`src/rtl/ball_mover.sv`:
```
// ball_mover
//
// Moves a ball around a bounded grid in response to four push buttons. Each
// button produces move events on its rising edge and, while it is held, as
// auto-repeat events. One event at a time is turned into a single-step
// candidate position. The candidate is checked against the grid edges and
// then sent to an external wall lookup over a simple req/ack handshake. The
// ball moves only if the lookup reports a free cell.
//
// Optional feature:
//   BALL_WRAP_EN  when defined, stepping past an edge wraps to the opposite
//                 edge. The wrapped cell is still wall-queried. When the
//                 macro is undefined, stepping past an edge is refused with a
//                 collision pulse and no query is made.
//
// Ports:
//   clk            system clock, all logic on the rising edge
//   reset          synchronous, active-high reset
//   x_increment    debounced button level, move +1 in x
//   x_decrement    debounced button level, move -1 in x
//   y_increment    debounced button level, move +1 in y
//   y_decrement    debounced button level, move -1 in y
//   wall_req       wall query request, held until wall_ack
//   wall_x         candidate x under query
//   wall_y         candidate y under query
//   wall_ack       wall query done
//   wall_blocked   candidate is a wall, valid with wall_ack
//   x_out          current x position
//   y_out          current y position
//   moved          one-cycle pulse when the position changes
//   collision      one-cycle pulse when a move is refused
//   busy           high while a wall query is outstanding

module ball_mover #(
    parameter int X_WIDTH      = 4,
    parameter int Y_WIDTH      = 4,
    parameter int X_MAX        = 15,
    parameter int Y_MAX        = 15,
    parameter int X_INIT       = 0,
    parameter int Y_INIT       = 0,
    parameter int REPEAT_DELAY = 50_000_000,
    parameter int REPEAT_RATE  = 10_000_000
) (
    input  logic               clk,
    input  logic               reset,
    input  logic               x_increment,
    input  logic               x_decrement,
    input  logic               y_increment,
    input  logic               y_decrement,
    output logic               wall_req,
    output logic [X_WIDTH-1:0] wall_x,
    output logic [Y_WIDTH-1:0] wall_y,
    input  logic               wall_ack,
    input  logic               wall_blocked,
    output logic [X_WIDTH-1:0] x_out,
    output logic [Y_WIDTH-1:0] y_out,
    output logic               moved,
    output logic               collision,
    output logic               busy
);

    // The hold counter has to reach REPEAT_DELAY exactly. The rate counter
    // runs from 0 to REPEAT_RATE-1. Both widths are kept at least one bit.
    localparam int HOLD_W = (REPEAT_DELAY < 1) ? 1 : $clog2(REPEAT_DELAY + 1);
    localparam int RATE_W = (REPEAT_RATE < 2) ? 1 : $clog2(REPEAT_RATE + 1);

    localparam logic [HOLD_W-1:0]  HOLD_LIMIT = HOLD_W'(REPEAT_DELAY);
    localparam logic [RATE_W-1:0]  RATE_LAST  = RATE_W'(REPEAT_RATE - 1);
    localparam logic [X_WIDTH-1:0] X_MAX_V    = X_WIDTH'(X_MAX);
    localparam logic [Y_WIDTH-1:0] Y_MAX_V    = Y_WIDTH'(Y_MAX);
    localparam logic [X_WIDTH-1:0] X_INIT_V   = X_WIDTH'(X_INIT);
    localparam logic [Y_WIDTH-1:0] Y_INIT_V   = Y_WIDTH'(Y_INIT);

    // Button bit positions. Lower index means higher priority.
    localparam int BTN_XI = 0;
    localparam int BTN_XD = 1;
    localparam int BTN_YI = 2;
    localparam int BTN_YD = 3;

    typedef enum logic {
        IDLE,
        QUERY
    } state_t;

    state_t state;
    state_t next_state;

    logic [3:0]         buttons;
    logic [3:0]         prev_level;
    logic [HOLD_W-1:0]  hold_cnt [4];
    logic [RATE_W-1:0]  rate_cnt [4];
    logic [3:0]         repeat_tick;
    logic [3:0]         raw_event;
    logic [3:0]         events;
    logic               x_conflict;
    logic               y_conflict;
    logic               have_event;

    logic [X_WIDTH-1:0] x_pos;
    logic [Y_WIDTH-1:0] y_pos;
    logic [X_WIDTH-1:0] cand_x;
    logic [Y_WIDTH-1:0] cand_y;
    logic               off_edge;

    logic [X_WIDTH-1:0] next_x_pos;
    logic [Y_WIDTH-1:0] next_y_pos;
    logic [X_WIDTH-1:0] next_wall_x;
    logic [Y_WIDTH-1:0] next_wall_y;
    logic               next_moved;
    logic               next_collision;

    assign buttons = {y_decrement, y_increment, x_decrement, x_increment};

    // Per-button hold tracking. hold_cnt counts held cycles and stops at
    // REPEAT_DELAY. From then on rate_cnt cycles through REPEAT_RATE values,
    // and each return to zero is one repeat. A release clears both counters,
    // so every new press starts the delay again. The counters keep running
    // while the FSM is busy. Only the resulting events are dropped.
    always_ff @(posedge clk) begin
        if (reset) begin
            prev_level <= '0;
            for (int i = 0; i < 4; i++) begin
                hold_cnt[i] <= '0;
                rate_cnt[i] <= '0;
            end
        end else begin
            prev_level <= buttons;
            for (int i = 0; i < 4; i++) begin
                if (!buttons[i]) begin
                    hold_cnt[i] <= '0;
                    rate_cnt[i] <= '0;
                end else if (hold_cnt[i] != HOLD_LIMIT) begin
                    hold_cnt[i] <= hold_cnt[i] + 1'b1;
                    rate_cnt[i] <= '0;
                end else if (rate_cnt[i] == RATE_LAST) begin
                    rate_cnt[i] <= '0;
                end else begin
                    rate_cnt[i] <= rate_cnt[i] + 1'b1;
                end
            end
        end
    end

    // A button fires on its rising edge or on a repeat tick. When both
    // buttons of one axis are pressed the intent is ambiguous, so that axis
    // is silenced.
    always_comb begin
        repeat_tick = '0;
        raw_event   = '0;
        for (int i = 0; i < 4; i++) begin
            repeat_tick[i] = (hold_cnt[i] == HOLD_LIMIT) && (rate_cnt[i] == '0);
            raw_event[i]   = buttons[i] && (!prev_level[i] || repeat_tick[i]);
        end
        x_conflict = buttons[BTN_XI] && buttons[BTN_XD];
        y_conflict = buttons[BTN_YI] && buttons[BTN_YD];
        events     = raw_event & ~{y_conflict, y_conflict, x_conflict, x_conflict};
        have_event = |events;
    end

    // Fixed-priority pick of one event and the single-step candidate for it.
    // The axis that does not move keeps its current value. off_edge marks a
    // step that would leave the grid. It can only be set when wrapping is
    // disabled.
    always_comb begin
        cand_x   = x_pos;
        cand_y   = y_pos;
        off_edge = 1'b0;
        if (events[BTN_XI]) begin
            if (x_pos == X_MAX_V) begin
`ifdef BALL_WRAP_EN
                cand_x = '0;
`else
                off_edge = 1'b1;
`endif
            end else begin
                cand_x = x_pos + 1'b1;
            end
        end else if (events[BTN_XD]) begin
            if (x_pos == '0) begin
`ifdef BALL_WRAP_EN
                cand_x = X_MAX_V;
`else
                off_edge = 1'b1;
`endif
            end else begin
                cand_x = x_pos - 1'b1;
            end
        end else if (events[BTN_YI]) begin
            if (y_pos == Y_MAX_V) begin
`ifdef BALL_WRAP_EN
                cand_y = '0;
`else
                off_edge = 1'b1;
`endif
            end else begin
                cand_y = y_pos + 1'b1;
            end
        end else if (events[BTN_YD]) begin
            if (y_pos == '0) begin
`ifdef BALL_WRAP_EN
                cand_y = Y_MAX_V;
`else
                off_edge = 1'b1;
`endif
            end else begin
                cand_y = y_pos - 1'b1;
            end
        end
    end

    // State and datapath registers. Reset wins in every state, including an
    // outstanding query. The wall interface simply sees wall_req drop.
    always_ff @(posedge clk) begin
        if (reset) begin
            state     <= IDLE;
            x_pos     <= X_INIT_V;
            y_pos     <= Y_INIT_V;
            wall_x    <= X_INIT_V;
            wall_y    <= Y_INIT_V;
            moved     <= 1'b0;
            collision <= 1'b0;
        end else begin
            state     <= next_state;
            x_pos     <= next_x_pos;
            y_pos     <= next_y_pos;
            wall_x    <= next_wall_x;
            wall_y    <= next_wall_y;
            moved     <= next_moved;
            collision <= next_collision;
        end
    end

    // IDLE turns an event into a query, or into an immediate collision when
    // the step would leave the grid. QUERY holds the candidate on wall_x/
    // wall_y until the acknowledge arrives. The candidate is then either
    // committed with a moved pulse or refused with a collision pulse. The
    // two pulses come from exclusive branches, so they are never high
    // together.
    always_comb begin
        next_state     = state;
        next_x_pos     = x_pos;
        next_y_pos     = y_pos;
        next_wall_x    = wall_x;
        next_wall_y    = wall_y;
        next_moved     = 1'b0;
        next_collision = 1'b0;
        case (state)
            IDLE: begin
                if (have_event) begin
                    if (off_edge) begin
                        next_collision = 1'b1;
                    end else begin
                        next_wall_x = cand_x;
                        next_wall_y = cand_y;
                        next_state  = QUERY;
                    end
                end
            end
            QUERY: begin
                if (wall_ack) begin
                    next_state = IDLE;
                    if (wall_blocked) begin
                        next_collision = 1'b1;
                    end else begin
                        next_x_pos = wall_x;
                        next_y_pos = wall_y;
                        next_moved = 1'b1;
                    end
                end
            end
            default: begin
                next_state = IDLE;
            end
        endcase
    end

    assign wall_req = (state == QUERY);
    assign busy     = (state != IDLE);
    assign x_out    = x_pos;
    assign y_out    = y_pos;

endmodule

```
`config.mk`:
```
export PLATFORM = sky130hd
export DESIGN_NAME = ball_mover
export DESIGN_NICKNAME = d
export VERILOG_FILES = /design/src/rtl/ball_mover.sv
export SDC_FILE = /design/constraint.sdc
export NUM_CORES = 1
export LEC_CHECK = 0
export CORE_ASPECT_RATIO = 1.4
export CORE_MARGIN = 2
export CORE_UTILIZATION = 40
export CTS_BUF_LIST = sky130_fd_sc_hd__clkbuf_4 sky130_fd_sc_hd__clkbuf_8
export CTS_CLUSTER_SIZE = 12
export DETAILED_ROUTE_END_ITERATION = 10
export MAX_ROUTING_LAYER = met4
export PLACE_DENSITY = 0.54
export SETUP_SLACK_MARGIN = 0.02
export SLEW_MARGIN = 25
export SYNTH_ARGS = -nofsm -noshare
export SYNTH_HDL_FRONTEND = slang
export SYNTH_SLANG_ARGS = --single-unit
```
`constraint.sdc`:
```
create_clock -name clk -period 3.7 [get_ports clk]
set_input_delay 0.555 -clock clk [delete_from_list [all_inputs] [get_ports clk]]
set_output_delay 0.555 -clock clk [all_outputs]
set_load 0.05 [all_outputs]
```
Yosys cells after proc, flatten, opt, wreduce, memory -nomap -nowiden
Memory sizes are Yosys's and may differ from the RTL's.
Index checks and enable logic that the tools add are counted.
{"block": "op_classes", "n_addsub": 12, "n_eq_ne": 14, "muxes": 122, "bitwise": 30, "n_reduce_logical": 28}
{"operator": "24-bit two-way mux", "count": 16}
{"operator": "26-bit two-way mux", "count": 8}
{"operator": "26-bit by 1-bit adder with 26-bit output, second input constant", "count": 4}
{"operator": "26-bit == test, second input constant", "count": 4}
{"operator": "26-bit != test, second input constant", "count": 4}
{"operator": "24-bit by 1-bit adder with 24-bit output, second input constant", "count": 4}
{"operator": "24-bit == test, second input constant", "count": 4}
{"operator": "24-bit zero test", "count": 4}
{"operator": "1-bit two-way mux", "count": 86}
{"operator": "4-bit two-way mux", "count": 10}
{"operator": "1-bit bitwise OR", "count": 24}
{"operator": "1-bit logical AND", "count": 10}
{"operator": "4-bit by 1-bit adder with 4-bit output, second input constant", "count": 2}
{"operator": "4-bit == test, second input constant", "count": 2}
{"operator": "4-bit zero test", "count": 2}
{"operator": "4-bit by 1-bit subtractor with 4-bit output, second input constant", "count": 2}
{"operator": "3-bit AND reduction", "count": 2}
{"operator": "4-bit AND", "count": 1}
{"operator": "1-bit zero test", "count": 4}
{"operator": "1-bit logical OR", "count": 4}
{"operator": "1-bit NOT", "count": 4}
{"operator": "4-bit NOT", "count": 1}
{"operator": "1-bit one-hot mux with 2 select lines", "count": 2}
{"operator": "4-bit OR reduction", "count": 1}
{"operator": "3-bit OR reduction", "count": 1}
{"block": "totals", "ff_bits": 23, "ram_bits": 200, "in_bits": 8, "output_inout_bits": 20, "wordCells": 216, "n_memories": 2}
{"name": "hold_cnt", "words": 4, "word_bits": 26, "read_ports": 4, "rd_clocked_by_memory_dff": 0, "wr": 4, "line": "90", "text": "logic [HOLD_W-1:0] hold_cnt [4];"}
{"name": "rate_cnt", "words": 4, "word_bits": 24, "read_ports": 4, "rd_clocked_by_memory_dff": 0, "wr": 4, "line": "91", "text": "logic [RATE_W-1:0] rate_cnt [4];"}

Logic depth before layout (Yosys ltp)
Gate-level depths: netlist (run 1).
{"block": "depth", "ltp_word": 12, "ltp_mapped": 11, "depth_no_buf": 10}

Worst setup path before layout (run 1)
No wires, ideal clock.
{"block": "synth_timing", "path_kind": "reg-to-reg", "startpoint": "memory hold_cnt[0][0] (netlist name)", "endpoint": "memory rate_cnt[0][16] (netlist name), data pin", "setup_time_ns": 0.140, "t_arrival_ns": 2.806, "required_time_ns": 3.560, "path_slack_ns": 0.754, "path_stages_with_launch": 10, "path_buffers": 1, "period_less_slack_ns": 2.946, "cell_sequence": "edfxtp_1 -> inv_1 -> ha_1 -> nor4bb_1 -> nand4_1 -> nor4b_1 -> nand2_1 -> a31o_2 -> clkbuf_1 -> nor2_1"}
{"element": "from (decl)", "line": "90"}
{"element": "to (decl)", "line": "91"}

==> impl_results.html, run 1 <==
<table>
<tr><th>Metric</th><th>Value</th></tr>
<tr><th colspan="2">Clock tree</th></tr>
<tr><td>CTS sink count</td><td>between 200 and 250</td></tr>
<tr><td>Clock latency at the later pin of the worst-skew pair</td><td>approximately 0.55 ns</td></tr>
<tr><td>TritonCTS clock tree</td><td>built</td></tr>
<tr><td>Post-CTS Hold Buffers</td><td>0</td></tr>
<tr><td>Clock tree root driver cell</td><td>clkbuf_8</td></tr>
<tr><td>Reg clk slew, reported paths</td><td>0.06 ns</td></tr>
<tr><td>Clock buffer depth</td><td>3</td></tr>
<tr><td>Post CTS Setup Buffer Count</td><td>0</td></tr>
<tr><td>CTS buffer count</td><td>40</td></tr>
<tr><td>Maximum level of the CTS H-tree</td><td>2</td></tr>
<tr><td>CTS-repair resized insts</td><td>0</td></tr>
<tr><th colspan="2">Yosys</th></tr>
<tr><td>Share of Yosys cell area claimed by the top area cell type</td><td>49.5%</td></tr>
<tr><td>Largest cells by area after synthesis</td><td>edfxtp_1 (49%), xor2_1 (8.3%), nor2_1 (7.4%)</td></tr>
<tr><td>Distinct cells, synth</td><td>between 50 and 60</td></tr>
<tr><td>Dominant combinational cell family by area after synthesis</td><td>simple AND/OR/NAND/NOR gates</td></tr>
<tr><td>Adder and majority cell fraction of the synthesized area</td><td>under 10%</td></tr>
<tr><td>Fraction of synthesized cell area in xor and xnor cells</td><td>about 12%</td></tr>
<tr><td>Cell count after synthesis</td><td>~1200</td></tr>
<tr><td>Synth Register Bits</td><td>between 200 and 250</td></tr>
<tr><td>Portion of netlist area occupied by mux cells</td><td>less than 1%</td></tr>
<tr><td>Fraction of the yosys area taken by sequential cells</td><td>between 50 and 60%</td></tr>
<tr><td>Number of enable flip-flop cells after synthesis</td><td>200</td></tr>
<tr><td>Cell accounting for the most synthesized area</td><td>edfxtp_1</td></tr>
<tr><td>Area share of and/or/nand/nor cells after synthesis</td><td>about 26%</td></tr>
<tr><td>Most used DFF post-synth</td><td>edfxtp_1</td></tr>
<tr><td>FFs w/ async S/R, synth</td><td>0%</td></tr>
<tr><td>Complex-gate fraction of the synthesized area</td><td>about 4.0%</td></tr>
<tr><td>Area of the mapped netlist</td><td>~12000 µm²</td></tr>
<tr><td>Syn. warnings</td><td>0</td></tr>
<tr><td>Syn avg cell area</td><td>10.1 µm²</td></tr>
<tr><th colspan="2">Die</th></tr>
<tr><td>Core box area</td><td>approximately 30000 µm²</td></tr>
<tr><td>Die Y-Extent</td><td>roughly 210 µm</td></tr>
<tr><td>Starting density of the core</td><td>about two fifths</td></tr>
<tr><td>Die outline width</td><td>approximately 150 µm</td></tr>
<tr><td>Area of the die</td><td>between 30000 and 40000 µm²</td></tr>
<tr><td>Top-Level Pins</td><td>28</td></tr>
<tr><td>Row cnt</td><td>75</td></tr>
<tr><th colspan="2">Critical path</th></tr>
<tr><td>Crit-path max FO</td><td>16</td></tr>
<tr><td>Kind of start point of the critical path</td><td>flip-flop</td></tr>
<tr><td>Register-to-register path setup slack</td><td>around 0.48 ns</td></tr>
<tr><td>Depth of the worst register-to-register path</td><td>8</td></tr>
<tr><td>Arrival time reported for the critical path endpoint</td><td>between 3 and 4 ns</td></tr>
<tr><td>Data required time of the critical path</td><td>approximately 4.1 ns</td></tr>
<tr><td>Reg-to-reg endpoint</td><td>wall_y[3]$_SDFFE_PP0P_</td></tr>
<tr><td>CP endpoint kind</td><td>flip-flop</td></tr>
<tr><td>Origin of the critical flop-to-flop path</td><td>hold_cnt[1][5]$_SDFFCE_PN0P_</td></tr>
<tr><td>Worst setup path startpoint</td><td>hold_cnt[1][5]$_SDFFCE_PN0P_</td></tr>
<tr><td>Capturing instance or port of the critical path</td><td>wall_y[3]$_SDFFE_PP0P_</td></tr>
<tr><td>Type of the setup path with the least slack</td><td>reg2reg</td></tr>
<tr><th colspan="2">Cells and area</th></tr>
<tr><td>Number of inserted diodes</td><td>0</td></tr>
<tr><td>Layout cells sized above 1</td><td>~6.6%</td></tr>
<tr><td>Most frequent cells in the layout</td><td>nor2_1 (239), edfxtp_1 (200), xor2_1 (115)</td></tr>
<tr><td>Area of the multi-input gates</td><td>approximately 5800 µm²</td></tr>
<tr><td>Layout area overhead</td><td>16.1%</td></tr>
<tr><td>Number of filler cells placed in the layout</td><td>about 2900</td></tr>
<tr><td>Most common cell after layout, fill and taps aside</td><td>nor2_1</td></tr>
<tr><td>Register Area</td><td>6470 µm²</td></tr>
<tr><td>Final Net Count</td><td>between 1000 and 1500</td></tr>
<tr><th colspan="2">Detailed routing</th></tr>
<tr><td>Count of antenna-violating nets left after detailed routing</td><td>0</td></tr>
<tr><td>Routed WL</td><td>roughly 25 mm</td></tr>
<tr><td>Routed vias</td><td>slightly below 9000</td></tr>
<tr><td>Number of DRC markers after the initial detailed-route iteration</td><td>between 400 and 500</td></tr>
<tr><td>Router iterations before antenna repair</td><td>4</td></tr>
<tr><td>Via density per instance</td><td>around 5</td></tr>
<tr><td>Post-detailed-route wirelength per cell</td><td>14.1 µm</td></tr>
<tr><td>Remaining routing DRC violations</td><td>0</td></tr>
<tr><th colspan="2">Timing</th></tr>
<tr><td>Max Clock Freq</td><td>0.310 GHz</td></tr>
<tr><td>Clock Skews</td><td>about 0.017 ns</td></tr>
<tr><td>Final setup violating endpoints</td><td>0</td></tr>
<tr><td>Worst Hold Slack</td><td>between 0.4 and 0.5 ns</td></tr>
<tr><td>Tightest Pin Transition</td><td>~0.77 ns</td></tr>
<tr><td>Hold Violations, Final</td><td>0</td></tr>
<tr><td>Remaining max-slew budget at the tightest pin</td><td>about half</td></tr>
<tr><td>Final min period</td><td>between 3 and 4 ns</td></tr>
<tr><td>Final slew viol count</td><td>0</td></tr>
<tr><td>Final worst path period share</td><td>between 80% and 90%</td></tr>
<tr><td>Summed negative setup slack over all endpoints</td><td>0 ns</td></tr>
<tr><td>Unrepaired setup endpoints after global routing</td><td>no</td></tr>
<tr><th colspan="2">GRT</th></tr>
<tr><td>Total track usage</td><td>16.7%</td></tr>
<tr><td>Number of global-route vias before repair</td><td>a little under 9000</td></tr>
<tr><td>Global-route wire length before repair</td><td>around 42 mm</td></tr>
<tr><td>Largest net degree at the start of global routing</td><td>28</td></tr>
<tr><td>Total congestion overflow</td><td>0</td></tr>
<tr><td>Initial antenna violation count</td><td>0</td></tr>
<tr><th colspan="2">Power</th></tr>
<tr><td>Cell-internal power</td><td>around 4.3 mW</td></tr>
<tr><td>Psw</td><td>about 1.2 mW</td></tr>
<tr><td>Cell Pwr Density</td><td>approximately 390 nW/µm²</td></tr>
<tr><td>Largest vdd supply drop</td><td>approximately 0.29 mV</td></tr>
<tr><td>Leak pwr</td><td>a little over 5 nW</td></tr>
<tr><td>Switching fraction of total power</td><td>a little under a quarter</td></tr>
<tr><td>Proportion of power drawn by flip-flops and latches</td><td>52.0%</td></tr>
<tr><td>Relative contribution of the clock network to total power</td><td>~44%</td></tr>
<tr><td>Combinational Power Share</td><td>between 3 and 4%</td></tr>
<tr><td>Overall power after layout</td><td>approximately 5.5 mW</td></tr>
<tr><th colspan="2">Placed design</th></tr>
<tr><td>Port bufs</td><td>27</td></tr>
<tr><td>Placed wire-length estimate</td><td>approximately 18 mm</td></tr>
<tr><td>Final estimated routing congestion in global placement</td><td>0.795</td></tr>
<tr><th colspan="2">Job</th></tr>
<tr><td>Max-cap violations</td><td>0</td></tr>
<tr><th colspan="2">Worst hold path</th></tr>
<tr><td>Tightest Hold Check Type</td><td>reg2reg</td></tr>
<tr><th colspan="2">Run status</th></tr>
<tr><td>Result of the run</td><td>completed</td></tr>
</table>
## cell usage after synthesis, types with 20 or more instances
cell type and number:
edfxtp_1 200, nand2_1 109, xor2_1 115, nand3_1 77, clkbuf_1 24, nor4_1 22
ha_1 20, a21oi_1 27, and3_1 40, xnor2_1 56, nand4_1 42, dfxtp_1 23
nor3_1 26, nor2_1 239, inv_1 40
## state kept, by name, summed over array words and instances, names as in the netlist
register / flops
busy: 1
collision: 1
hold_cnt: 104
moved: 1
prev_level: 4
rate_cnt: 96
wall_x: 4
wall_y: 4
x_out: 4
y_out: 4
## logic make-up after synthesis
family | count (synthesis)
adder cells (fa/ha/maj) | 20
buffers and inverters | 67
AND/OR/NAND/NOR | 644
multiplexers | 2
XOR/XNOR | 171
flip-flops | 223
other | 1
AO/OA/AOI/OAI | 77
## critical path, cell delays in order, from the launching register on
cell,delay [ns]
edfxtp_1,0.47
nor4b_1,0.52
nand4_1,0.20
nor4_1,0.64
nor2_1,0.25
a22oi_1,0.39
o21ai_2,0.30
and3b_1,0.28
nor3_1,0.04
## power groups by stage
stage / Sequential (mW) / Clock (mW) / Combinational (mW)
after floorplan: 2.90 / 0 / 0.142
after global placement: 2.90 / 0 / 0.207
after detailed placement: 2.90 / 0 / 0.207
after CTS: 2.85 / 2.52 / 0.208
after global routing: 2.86 / 2.64 / 0.237
final: 2.85 / 2.43 / 0.208
## cell type report
cell class,count,share of cell area (%)
sequential,223,45.9
timing repair buffer,41,2.66
inverter,40,1.07
clock inverter,19,1.13
clock buffer,53,4.78
tap,385,3.42
multi-input combinational,1010,41.1
## through the flow
step,setup WS (ns),cells,utilization [%],instance area [µm²]
floorplan,0.754,1300,-,12500
global placement,0.362,1699,44.3,13300
detailed placement,0.264,1699,44.3,13300
CTS,0.477,1771,47.1,14100
global route,0.0983,1771,47.1,14100
finish,0.477,1771,47.1,14100
## how the worst min path moves through the flow
| stage | start | slack [ns] | endpoint | depth (start not counted) |
|---|---|---|---|---|
| final | wall_x[3]$_SDFFE_PP0P_ | 0.48 | x_out[3]$_SDFFE_PP0P_ | 2 |
| after global routing | wall_x[1]$_SDFFE_PP0P_ | 0.50 | x_out[1]$_SDFFE_PP0P_ | 2 |
| after CTS | wall_x[3]$_SDFFE_PP0P_ | 0.49 | x_out[3]$_SDFFE_PP0P_ | 2 |
| after detailed placement | wall_x[1]$_SDFFE_PP0P_ | 0.47 | x_out[1]$_SDFFE_PP0P_ | 2 |
| after global placement | wall_x[2]$_SDFFE_PP0P_ | 0.47 | x_out[2]$_SDFFE_PP0P_ | 2 |
| after floorplan | hold_cnt[1][25]$_SDFFCE_PN0P_ | 0.57 | hold_cnt[1][25]$_SDFFCE_PN0P_ | 2 |
## per-layer routing
metal	wire (µm)	global-route usage, %	vias up
li1	-	-	4494
met1	10800	19.6	4161
met2	12500	28.3	129
met3	1060	3.64	49
met4	629	5.51	0
met5	0	-	-
(Power assumes the default switching activity.)
==> run 2, diff against run 1 <==
--- a/config.mk
+++ b/config.mk
@@ -9,6 +9,7 @@
 export CORE_MARGIN = 2
 export CORE_UTILIZATION = 40
 export CTS_BUF_LIST = sky130_fd_sc_hd__clkbuf_4 sky130_fd_sc_hd__clkbuf_8
+export CTS_CLUSTER_DIAMETER = 40
 export CTS_CLUSTER_SIZE = 12
 export DETAILED_ROUTE_END_ITERATION = 10
 export MAX_ROUTING_LAYER = met4
==> run 2 against run 1 <==
  * Wire length increased by 0.62%
  * Sequential share of layout area rose by 0.32 points
  * Clock skew grew 0.00077 ns
  * Total power shrank 3.6%
  * Fmax down 0.95%
  * Sequential power about the same
  * Via count decreased by 0.43%
  * Global-route usage is 0.070 points higher
  * Clock power shrank 8%
  * First-iteration DRC count fell by 7.2%
  * Critical path type unchanged
  * Largest cell class unchanged
  * Highest routed layer unchanged
==> impl_results.html, run 2 (synthesis results as in run 1) <==
<table>
<tr><th>Metric</th><th>Value</th></tr>
<tr><th colspan="2">Run status</th></tr>
<tr><td>Result of the run</td><td>completed</td></tr>
<tr><th colspan="2">Detailed routing</th></tr>
<tr><td>Routed vias</td><td>8795 (-0.43%)</td></tr>
<tr><td>Router iterations before antenna repair</td><td>4 (unchanged)</td></tr>
<tr><td>Remaining routing DRC violations</td><td>0 (unchanged)</td></tr>
<tr><td>Routed metal-1 wirelength</td><td>10.9 mm (+0.89%)</td></tr>
<tr><td>Post-detailed-route wirelength per cell</td><td>14.3 µm (+1.2%)</td></tr>
<tr><td>Routed wl met2</td><td>12.6 mm (+0.84%)</td></tr>
<tr><td>Number of DRC markers after the initial detailed-route iteration</td><td>415 (-7.2%)</td></tr>
<tr><td>Routed WL</td><td>25.2 mm (+0.62%)</td></tr>
<tr><td>Detailed-routed wire length on met3</td><td>1.09 mm (+2.8%)</td></tr>
<tr><td>Count of antenna-violating nets left after detailed routing</td><td>0 (unchanged)</td></tr>
<tr><td>Top metal layer carrying routed signals</td><td>met4</td></tr>
<tr><td>Via density per instance</td><td>4.99 (+0.14%)</td></tr>
<tr><th colspan="2">Critical path</th></tr>
<tr><td>Buffering stage count on the worst path with inverters included</td><td>0 (unchanged)</td></tr>
<tr><td>CP max stage delay</td><td>0.66 ns (+0.02 ns)</td></tr>
<tr><td>Kind of start point of the critical path</td><td>flip-flop</td></tr>
<tr><td>Depth of the worst register-to-register path</td><td>8 (unchanged)</td></tr>
<tr><td>Crit path depth</td><td>8 (unchanged)</td></tr>
<tr><td>Type of the setup path with the least slack</td><td>reg2reg</td></tr>
<tr><td>Worst path slowest cell</td><td>nor4_1</td></tr>
<tr><td>Data required time of the critical path</td><td>4.10 ns (about the same)</td></tr>
<tr><td>CP endpoint kind</td><td>flip-flop</td></tr>
<tr><td>List of cells traversed by the critical path</td><td>nor4b_1 &gt; nand4_1 &gt; nor4_1 &gt; nor2_1 &gt; a22oi_1 &gt; o21ai_2 &gt; and3b_1 &gt; nor3_1</td></tr>
<tr><td>Crit-path max FO</td><td>16 (unchanged)</td></tr>
<tr><td>Arrival time reported for the critical path endpoint</td><td>3.65 ns (+0.03 ns)</td></tr>
<tr><td>CP delay by family, top</td><td>simple AND/OR/NAND/NOR gates</td></tr>
<tr><th colspan="2">Cells and area</th></tr>
<tr><td>Layout area overhead</td><td>15.2%</td></tr>
<tr><td>Layout cells sized above 1</td><td>6.18% (-0.46 points)</td></tr>
<tr><td>Flip-flop count of the largest register after layout</td><td>104 (unchanged)</td></tr>
<tr><td>Register ranked first by flip-flop count</td><td>hold_cnt</td></tr>
<tr><td>Most common cell after layout, fill and taps aside</td><td>nor2_1</td></tr>
<tr><td>Most frequent cells in the layout</td><td>nor2_1 (239), edfxtp_1 (200), xor2_1 (115)</td></tr>
<tr><td>Final Net Count</td><td>1378 (-0.43%)</td></tr>
<tr><td>Number of filler cells placed in the layout</td><td>2922 (+0.55%)</td></tr>
<tr><td>Number of inserted diodes</td><td>0 (unchanged)</td></tr>
<tr><td>Registers with the most flip-flops</td><td>hold_cnt x104, rate_cnt x96</td></tr>
<tr><td>Utilization after layout</td><td>46.8% (-0.33 points)</td></tr>
<tr><th colspan="2">Placed design</th></tr>
<tr><td>Pre-CTS worst setup slack</td><td>0.264 ns (unchanged)</td></tr>
<tr><td>Final estimated routing congestion in global placement</td><td>0.795 (unchanged)</td></tr>
<tr><td>Placed wire-length estimate</td><td>17.7 mm (unchanged)</td></tr>
<tr><td>Port bufs</td><td>27 (unchanged)</td></tr>
<tr><th colspan="2">Clock tree</th></tr>
<tr><td>Reg clk slew, reported paths</td><td>0.07 ns (about the same)</td></tr>
<tr><td>CTS-repair resized insts</td><td>0 (unchanged)</td></tr>
<tr><td>CTS buffer count</td><td>34 (-15%)</td></tr>
<tr><td>Post-CTS Hold Buffers</td><td>0 (unchanged)</td></tr>
<tr><td>Maximum level of the CTS H-tree</td><td>2 (unchanged)</td></tr>
<tr><td>Clock latency at the later pin of the worst-skew pair</td><td>0.55 ns (about the same)</td></tr>
<tr><td>TritonCTS clock tree</td><td>built</td></tr>
<tr><td>Post CTS Setup Buffer Count</td><td>0 (unchanged)</td></tr>
<tr><td>Clock tree root driver cell</td><td>clkbuf_8</td></tr>
<tr><td>Clock buffer depth</td><td>3 (unchanged)</td></tr>
<tr><td>CTS sink count</td><td>223 (unchanged)</td></tr>
<tr><th colspan="2">Timing</th></tr>
<tr><td>Final worst path period share</td><td>88.0% (+0.84 points)</td></tr>
<tr><td>Final min period</td><td>3.25 ns (+0.0311 ns)</td></tr>
<tr><td>Final slew viol count</td><td>0 (unchanged)</td></tr>
<tr><td>Tightest Pin Transition</td><td>0.763 ns (-0.00432 ns)</td></tr>
<tr><td>Worst-case setup margin in the final layout</td><td>0.446 ns (-0.0311 ns)</td></tr>
<tr><td>Hold Violations, Final</td><td>0 (unchanged)</td></tr>
<tr><td>Remaining max-slew budget at the tightest pin</td><td>49.1% (+0.29 points)</td></tr>
<tr><td>Unrepaired setup endpoints after global routing</td><td>no</td></tr>
<tr><td>Final setup violating endpoints</td><td>0 (unchanged)</td></tr>
<tr><td>Max Clock Freq</td><td>0.307 GHz (-0.95%)</td></tr>
<tr><td>Clock Skews</td><td>0.0179 ns (+0.000774 ns)</td></tr>
<tr><td>Summed negative setup slack over all endpoints</td><td>0 ns (unchanged)</td></tr>
<tr><td>Worst Hold Slack</td><td>0.477 ns (-0.00166 ns)</td></tr>
<tr><th colspan="2">Power</th></tr>
<tr><td>Cell Pwr Density</td><td>378 nW/µm² (-2.9%)</td></tr>
<tr><td>Overall power after layout</td><td>5.29 mW (-3.6%)</td></tr>
<tr><td>Leak pwr</td><td>4.96 nW (-1.9%)</td></tr>
<tr><td>Largest vdd supply drop</td><td>0.221 mV (-23%)</td></tr>
<tr><th colspan="2">GRT</th></tr>
<tr><td>Total congestion overflow</td><td>0 (unchanged)</td></tr>
<tr><td>Initial antenna violation count</td><td>0 (unchanged)</td></tr>
<tr><td>Global-route wire length before repair</td><td>42.3 mm (+0.39%)</td></tr>
<tr><td>Number of global-route vias before repair</td><td>8863 (+0.045%)</td></tr>
<tr><td>Total track usage</td><td>16.8% (+0.070 points)</td></tr>
<tr><td>Largest net degree at the start of global routing</td><td>28 (unchanged)</td></tr>
<tr><th colspan="2">Die</th></tr>
<tr><td>Row cnt</td><td>75 (unchanged)</td></tr>
<tr><td>Core box area</td><td>29900 µm² (unchanged)</td></tr>
<tr><td>Starting density of the core</td><td>40.6% (unchanged)</td></tr>
<tr><td>Top-Level Pins</td><td>28 (unchanged)</td></tr>
<tr><td>Die outline width</td><td>151 µm (unchanged)</td></tr>
<tr><td>Die Y-Extent</td><td>210 µm (unchanged)</td></tr>
<tr><td>Area of the die</td><td>31800 µm² (unchanged)</td></tr>
<tr><th colspan="2">Job</th></tr>
<tr><td>Max-cap violations</td><td>0 (unchanged)</td></tr>
<tr><th colspan="2">Worst hold path</th></tr>
<tr><td>Worst hold path stage count</td><td>2 (unchanged)</td></tr>
<tr><td>Tightest Hold Check Type</td><td>reg2reg</td></tr>
</table>
==> run 2: metrics by stage <==
step / instances / cell area [µm²]
2_1_floorplan: 1300 / 12500
3_3_place_gp: 1699 / 13300
3_5_place_dp: 1699 / 13300
4_1_cts: 1761 / 14000
5_1_grt: 1761 / 14000
6_report: 1761 / 14000
==> run 2: power breakdown <==
group / total, mW / switching [mW] / internal [mW]
Sequential: 2.85 / 0.0706 / 2.78
Combinational: 0.209 / 0.131 / 0.0772
Clock: 2.23 / 1.06 / 1.18
==> run 2: worst register-to-register path, stage by stage (launching register included) <==
cell and delay (ns):
edfxtp_1 0.48, nor4b_1 0.51, nand4_1 0.20, nor4_1 0.66
nor2_1 0.25, a22oi_1 0.39, o21ai_2 0.30, and3b_1 0.28
nor3_1 0.04
==> run 2: final timing paths <==
| check | startpoint | endpoint | slack, ns |
|---|---|---|---|
| max | hold_cnt[1][5]$_SDFFCE_PN0P_ | wall_y[3]$_SDFFE_PP0P_ | 0.45 |
| min | wall_x[3]$_SDFFE_PP0P_ | x_out[3]$_SDFFE_PP0P_ | 0.48 |
| max reg2reg | hold_cnt[1][5]$_SDFFCE_PN0P_ | wall_y[3]$_SDFFE_PP0P_ | 0.45 |
| min reg2reg | wall_x[3]$_SDFFE_PP0P_ | x_out[3]$_SDFFE_PP0P_ | 0.48 |
==> run 2: routing by layer <==
layer,up-vias,GRT usage (%)
li1,4471,-
met1,4167,19.7
met2,110,28.6
met3,47,3.59
met4,0,5.09
met5,-,-
==> run 2: cell type report <==
type,instances,area (µm²),area share (%)
sequential,223,6470,46.2
timing repair buffer,41,375,2.68
tap,385,482,3.44
clock inverter,23,209,1.49
multi-input combinational,1010,5790,41.4
clock buffer,39,524,3.75
inverter,40,150,1.07
